`src/rtl/kf8259_in_service_control.sv`:
```
// kf8259_in_service_control: 8259 ISR, INTA acknowledge sequencing, EOI and priority rotation.
// Optional poll mode is enabled with `define KF8259_POLL_EN.
module kf8259_in_service_control #(
    parameter logic [2:0]  SPURIOUS_LEVEL = 3'd7,
    parameter int unsigned ACK_TIMEOUT    = 255
) (
    input  logic       clock,
    input  logic       reset,
    input  logic [7:0] interrupt,
    input  logic       ack_start,
    input  logic       ack_end,
    input  logic       auto_eoi_config,
    input  logic       rotate_in_auto_eoi,
    input  logic       eoi_nonspecific,
    input  logic       eoi_specific,
    input  logic [2:0] eoi_level,
    input  logic       rotate_on_eoi,
    input  logic       set_priority,
    output logic [7:0] in_service_register,
    output logic [7:0] highest_level_in_service,
    output logic [2:0] priority_rotate,
    output logic [2:0] acknowledged_level,
    output logic [7:0] clear_interrupt_request,
    output logic       ack_active
`ifdef KF8259_POLL_EN
    ,
    input  logic       poll_command,
    output logic [7:0] poll_word
`endif
);

    typedef enum logic {IDLE, ACK} state_t;

    state_t      state, state_next;
    logic [15:0] count;
    logic        spurious;
    logic        poll_go, ack_go, ack_done, timeout, winner;
    logic [7:0]  isr_set, eoi_clr, aeoi_clr, isr_next;
    logic [2:0]  rotate_next;

    function automatic logic [2:0] encode(input logic [7:0] v);
        encode = 3'd0;
        for (int i = 0; i < 8; i++)
            if (v[i]) encode = 3'(i);
    endfunction

`ifdef KF8259_POLL_EN
    assign poll_go = poll_command && state == IDLE;
`else
    assign poll_go = 1'b0;
`endif

    assign winner     = |interrupt;
    assign ack_go     = state == IDLE && (ack_start || poll_go);
    assign ack_done   = state == ACK && ack_end;
    assign timeout    = ACK_TIMEOUT != 0 && state == ACK && count == 16'(ACK_TIMEOUT - 1);
    assign ack_active = state == ACK;
    assign isr_set    = ack_go ? interrupt : 8'd0;
    assign aeoi_clr   = (ack_done && auto_eoi_config && !spurious) ? 8'd1 << acknowledged_level : 8'd0;
    assign eoi_clr    = eoi_specific ? 8'd1 << eoi_level : eoi_nonspecific ? highest_level_in_service : 8'd0;
    // A same-cycle set overrides any clear of the same bit.
    assign isr_next   = (in_service_register & ~(aeoi_clr | eoi_clr)) | isr_set;

    // Walk from lowest to highest priority so the last hit is the winner.
    always_comb begin
        highest_level_in_service = 8'd0;
        for (int i = 7; i >= 0; i--)
            if (in_service_register[3'(priority_rotate + 3'(i) + 3'd1)])
                highest_level_in_service = 8'd1 << 3'(priority_rotate + 3'(i) + 3'd1);
    end

    always_comb begin
        rotate_next = set_priority ? eoi_level :
                      (rotate_on_eoi && |eoi_clr) ? encode(eoi_clr) :
                      (rotate_in_auto_eoi && |aeoi_clr) ? acknowledged_level : priority_rotate;
        state_next  = state == IDLE ? ((ack_go && !poll_go) ? ACK : IDLE) :
                      ((ack_done || timeout) ? IDLE : ACK);
    end

    always_ff @(posedge clock) begin
        if (reset) begin
            state                   <= IDLE;
            count                   <= 16'd0;
            spurious                <= 1'b0;
            in_service_register     <= 8'd0;
            clear_interrupt_request <= 8'd0;
            priority_rotate         <= 3'b111;
            acknowledged_level      <= 3'd0;
        end else begin
            state                   <= state_next;
            count                   <= (state == ACK && state_next == ACK) ? count + 16'd1 : 16'd0;
            in_service_register     <= isr_next;
            clear_interrupt_request <= isr_set;
            priority_rotate         <= rotate_next;
            if (ack_go) begin
                acknowledged_level <= winner ? encode(interrupt) : SPURIOUS_LEVEL;
                spurious           <= !winner;
            end
        end
    end

`ifdef KF8259_POLL_EN
    always_ff @(posedge clock) begin
        if (reset)
            poll_word <= 8'd0;
        else if (poll_go)
            poll_word <= {winner, 4'b0, winner ? encode(interrupt) : 3'd0};
    end
`endif

endmodule

```
`config.mk`:
```
export PLATFORM = sky130hd
export DESIGN_NAME = kf8259_in_service_control
export DESIGN_NICKNAME = d
export VERILOG_FILES = /design/src/rtl/kf8259_in_service_control.sv
export SDC_FILE = /design/constraint.sdc
export NUM_CORES = 1
export LEC_CHECK = 0
export ABC_AREA = 1
export CORE_UTILIZATION = 31
export CTS_CLUSTER_DIAMETER = 50
export DETAILED_ROUTE_END_ITERATION = 12
export GPL_ROUTABILITY_DRIVEN = 0
export PLACE_DENSITY = 0.61
export RECOVER_POWER = 100
export SYNTH_ARGS = -nofsm -noshare
export SYNTH_HDL_FRONTEND = slang
export SYNTH_SLANG_ARGS = --single-unit
```
`constraint.sdc`:
```
create_clock -name clock -period 5.9 [get_ports clock]
set_input_delay 1.475 -clock clock [delete_from_list [all_inputs] [get_ports clock]]
set_output_delay 1.475 -clock clock [all_outputs]
set_load 0.05 [all_outputs]
```
======== Word level (Yosys, flattened, before mapping) ========
Cells that the tools add are included.
word-level totals
  register bits after elaboration ......... 40
  input bits .............................. 21
cells by class
  add/sub/neg operators ................... 15
  shift operators ......................... 10
  bitwise logic cells ..................... 6
  order comparisons ....................... 8
  reduce and logical (&&, ||, !) cells .... 16
  equal/unequal tests ..................... 1
  multiplexer cells ....................... 49
operator list
  cell                   number
  $mux 8                 12
  $shl 1x3->8 const A    10
  $mux 3                 15
  $lt 3x4->1 const B     8
  $add 3x1->3 const B    8
  $bmux 1 s3             8
  $reduce_or 8->1        3
  $add 16x1->16 const B  1
  $eq 16x8->1 const B    1
  $or 8x8->8             2
  $mux 1                 13
  $add 3x3->3 const B    4
  $and 8x8->8            1
  $logic_and 1x1->1      8
  $not 8->8              1
  $add 3x2->3 const B    2
  $reduce_bool 3->1      1
  $logic_not 1->1        2
  $mux 2                 1
  $not 1->1              2
  $reduce_or 2->1        1
  $logic_or 1x1->1       1

======== Depth between registers and ports, before layout ========
  depth after elaboration ................. 23
  mapped depth ............................ 28

======== Worst setup path before layout ========
No wires, ideal clock.
  kind .................................... register -> output
  start ................................... register priority_rotate[1]
  end ..................................... output port highest_level_in_service[1]
  arrival ................................. 3.546 ns
  cell stages (with the launch flop) ...... 12
  path buffers ............................ 1
  slack ................................... 0.879 ns
  path through ............................ dfxtp_1 > ha_1 > ha_1 > inv_2 > ha_1 > inv_1 > nand2_1 > nand2_1 > buf_4 > o31ai_1 > inv_1 > a21boi_0
on the way
  longest elaborated chain between the ends .. 12
  elaborated cells on any way between the ends .. 46
RTL lines
  item                          line    RTL
  from (decl)                   21      output logic [2:0] priority_rotate,
  from (signal assigned)        94      priority_rotate <= rotate_next;
  $add 3x3->3                   68, 69
  $add 3x1->3                   68, 69
  $bmux 1 s3                    68      if (in_service_register[3'(priority_rotate + 3'(i) + 3'd1)])
  $mux 1 (implied by the code)  68
  $mux 8 (7 in a row)           68
  $mux 8 *                      68
  to (decl)                     20      output logic [7:0] highest_level_in_service,
Every way passes the cells marked *; elsewhere a longest branch is shown, timed or not. The select of a mux whose other input is x is not followed.

======== Final worst setup path ========
  start ................................... register priority_rotate[1]
  end ..................................... output port highest_level_in_service[7]
Same word-level chain as after synthesis.

==> run summary <==
status = finished, final reports clean
WL final = 10.41 mm
setup TNS = 0 ns
vias in the first global route = 3755
Fill cells = 1168
relative slew slack = 49.41%
first-pass GRT wire length = 17.39 mm
Hold Vio Cnt, Final = 0
Synth Flop Type = dfxtp_1
synthesis-to-finish area growth = 21.76%
PortBufs = 51
Congestion Overflow GR = 0
wire per inst = 13.39 um
ys async rst share = 0%
# Post-CTS Setup Buffers = 0
worst setup margin = 0.5558 ns
row cnt = 38
EDFF count, synth = 0
Netlist cell types = 45
via count = 3932
Final period util = 90.58%
largest net degree at the start of global routing = 18
Root Buffer Master = clkbuf_16
Placement Setup Slack = 1.037 ns
share of cells above drive strength 1 = 8.307%
I/O pins = 52
top-count cell post-synth = nand2_1
critical path fanouts, max = 13
Arr. time, crit path = 3.87 ns
maxcap violations = 0
Yosys top cell by area = dfxtp_1
DRT Pass-1 Iters = 5
CTS resizes = 0
Initial Util = 32.23%
post-synthesis sequential area ratio = 22.72%
Layout Skew = 0.01006 ns
Yosys Warn Count = 0
fin crit period = 5.344 ns
# H-tree levels = 2
antenna violations before repair = 0
Die X = 108.6 um
CP endpoint kind = output pin
die area = 0.01180 sq mm
DR vias/cell = 5.054
Antenna Cells = 0
synth top area cells = dfxtp_1 23%, nand2_1 20%, nand3_1 8.7%, inv_1 7.8%, nor2_1 5.3%
nets = 670
Worst EP required = 4.43 ns
Syn Area/Cell = 6.035 sq um
Synth top area share = 22.72%
clk_lat worst skew = 0.28 ns
Slew @ Worst Pin = 0.7588 ns
mapped cell area = 0.003525 sq mm
clock buffer depth = 2
Post-Syn Instances = 584
cts hold-fix bufs = 0
GRT Overall Usage = 18.47%
Detailed Place HPWL = 8.360 mm
final non-filler cell total = 778
Routed Antenna Nets = 0
list of most frequent post-synthesis cells = 190 x nand2_1, 73 x inv_1, 61 x nand3_1
Core Area = 0.01094 sq mm
Mapped Nets = 617
unrepaired setup endpoints after global routing = no
setup violators final = 0
Clock Sinks = 40
CTS buffer count = 5
number of synthesized register bits = 40
Max Freq = 187.1 MHz
Final Max Tran Viols = 0
clock slew at reported path FFs = 0.06 ns
drt initial violations = 360
die extent in y = 108.6 um
Hold Crit Class = register to register
CTS tree = yes
DRC = 0
Worst setup SP type = register
Placed Cells = 770
CP Class = register to output pin
[per-stage QoR]
step	cell area (sq um)	hold WS (ns)	utilization, %
2_1_floorplan	3525	0.4297	-
3_3_place_gp	4175	0.4401	38.18
3_5_place_dp	4175	0.4492	38.18
4_1_cts	4317	0.4635	39.47
5_1_grt	4292	0.5246	39.24
6_report	4292	0.4591	39.24
[layout by cell type, fill, tap and decap left out, types with 6 or more instances in the layout]
cell type / Yosys / layout
nand3_2: 6 / 6
nand2_2: 11 / 10
nor2_1: 50 / 50
inv_2: 9 / 6
o21ai_0: 14 / 15
nor3_1: 8 / 8
nand2_1: 190 / 192
dlygate4sd3_1: 0 / 33
nand3_1: 61 / 61
nand4_1: 12 / 12
inv_1: 73 / 74
nor3b_1: 6 / 6
ha_1: 12 / 12
dfxtp_1: 40 / 40
o22ai_1: 8 / 8
o31ai_1: 6 / 6
a21oi_1: 21 / 21
clkdlybuf4s50_1: 0 / 18
a21boi_0: 6 / 6
[cells by family after synthesis]
logic type,count (synthesis),synth area share [%]
xor gates and xnor gates,3,1.491
DFF,40,22.72
AOI/OAI and AO/OA,73,12.78
and+or+nand+nor,363,47.85
adders and majority gates,12,4.260
buffers and inverters,93,10.90
[registers in the layout (all words and copies together), names as in the netlist]
name and flops:
acknowledged_level 3, count 16, priority_rotate 3, spurious 1
in_service_register 8, clear_interrupt_request 8, ack_active 1
[layer usage]
| metal | global-route usage (%) | part of all wire [%] | up-vias |
|---|---|---|---|
| li1 | - | - | 1991 |
| met1 | 24.28 | 46 | 1785 |
| met2 | 30.74 | 47 | 138 |
| met3 | 2.929 | 5.1 | 18 |
| met4 | 5.985 | 1.8 | 0 |
| met5 | 0 | 0 | - |
[critical path: stages, from the launching register on]
cell and delay, ns:
dfxtp_1 0.57, ha_1 0.31, ha_1 0.31, inv_1 0.27, ha_1 0.35, inv_1 0.13
nand2_1 0.06, nand2_1 0.31, nand2_1 0.13, inv_2 0.06, nand2_1 0.07, a21boi_0 0.14
dlygate4sd3_1 0.89
[cell type report]
type                            instances  area [sq um]  area share (%)
Multi-Input combinational cell        451          2318           54.02
Sequential cell                        40         800.8           18.66
Timing Repair Buffer                   54         529.3           12.33
Inverter                               85         326.6           7.609
Tap cell                              140         175.2           4.082
Clock buffer                            7         132.6           3.090
Clock inverter                          1         8.758          0.2041
[path summary, 6_finish.rpt]
check / start / endpoint / slack (ns) / cells past startpoint
min reg2reg: count[0] / count[0] / 0.46 / 1
min: count[0] / count[0] / 0.46 / 1
max reg2reg: priority_rotate[1] / priority_rotate[0] / 1.69 / 20
max: priority_rotate[1] / highest_level_in_service[7] / 0.56 / 12
Power is not shown: default switching activity piles up to over one toggle a cycle in this logic, so the estimate is an artifact.
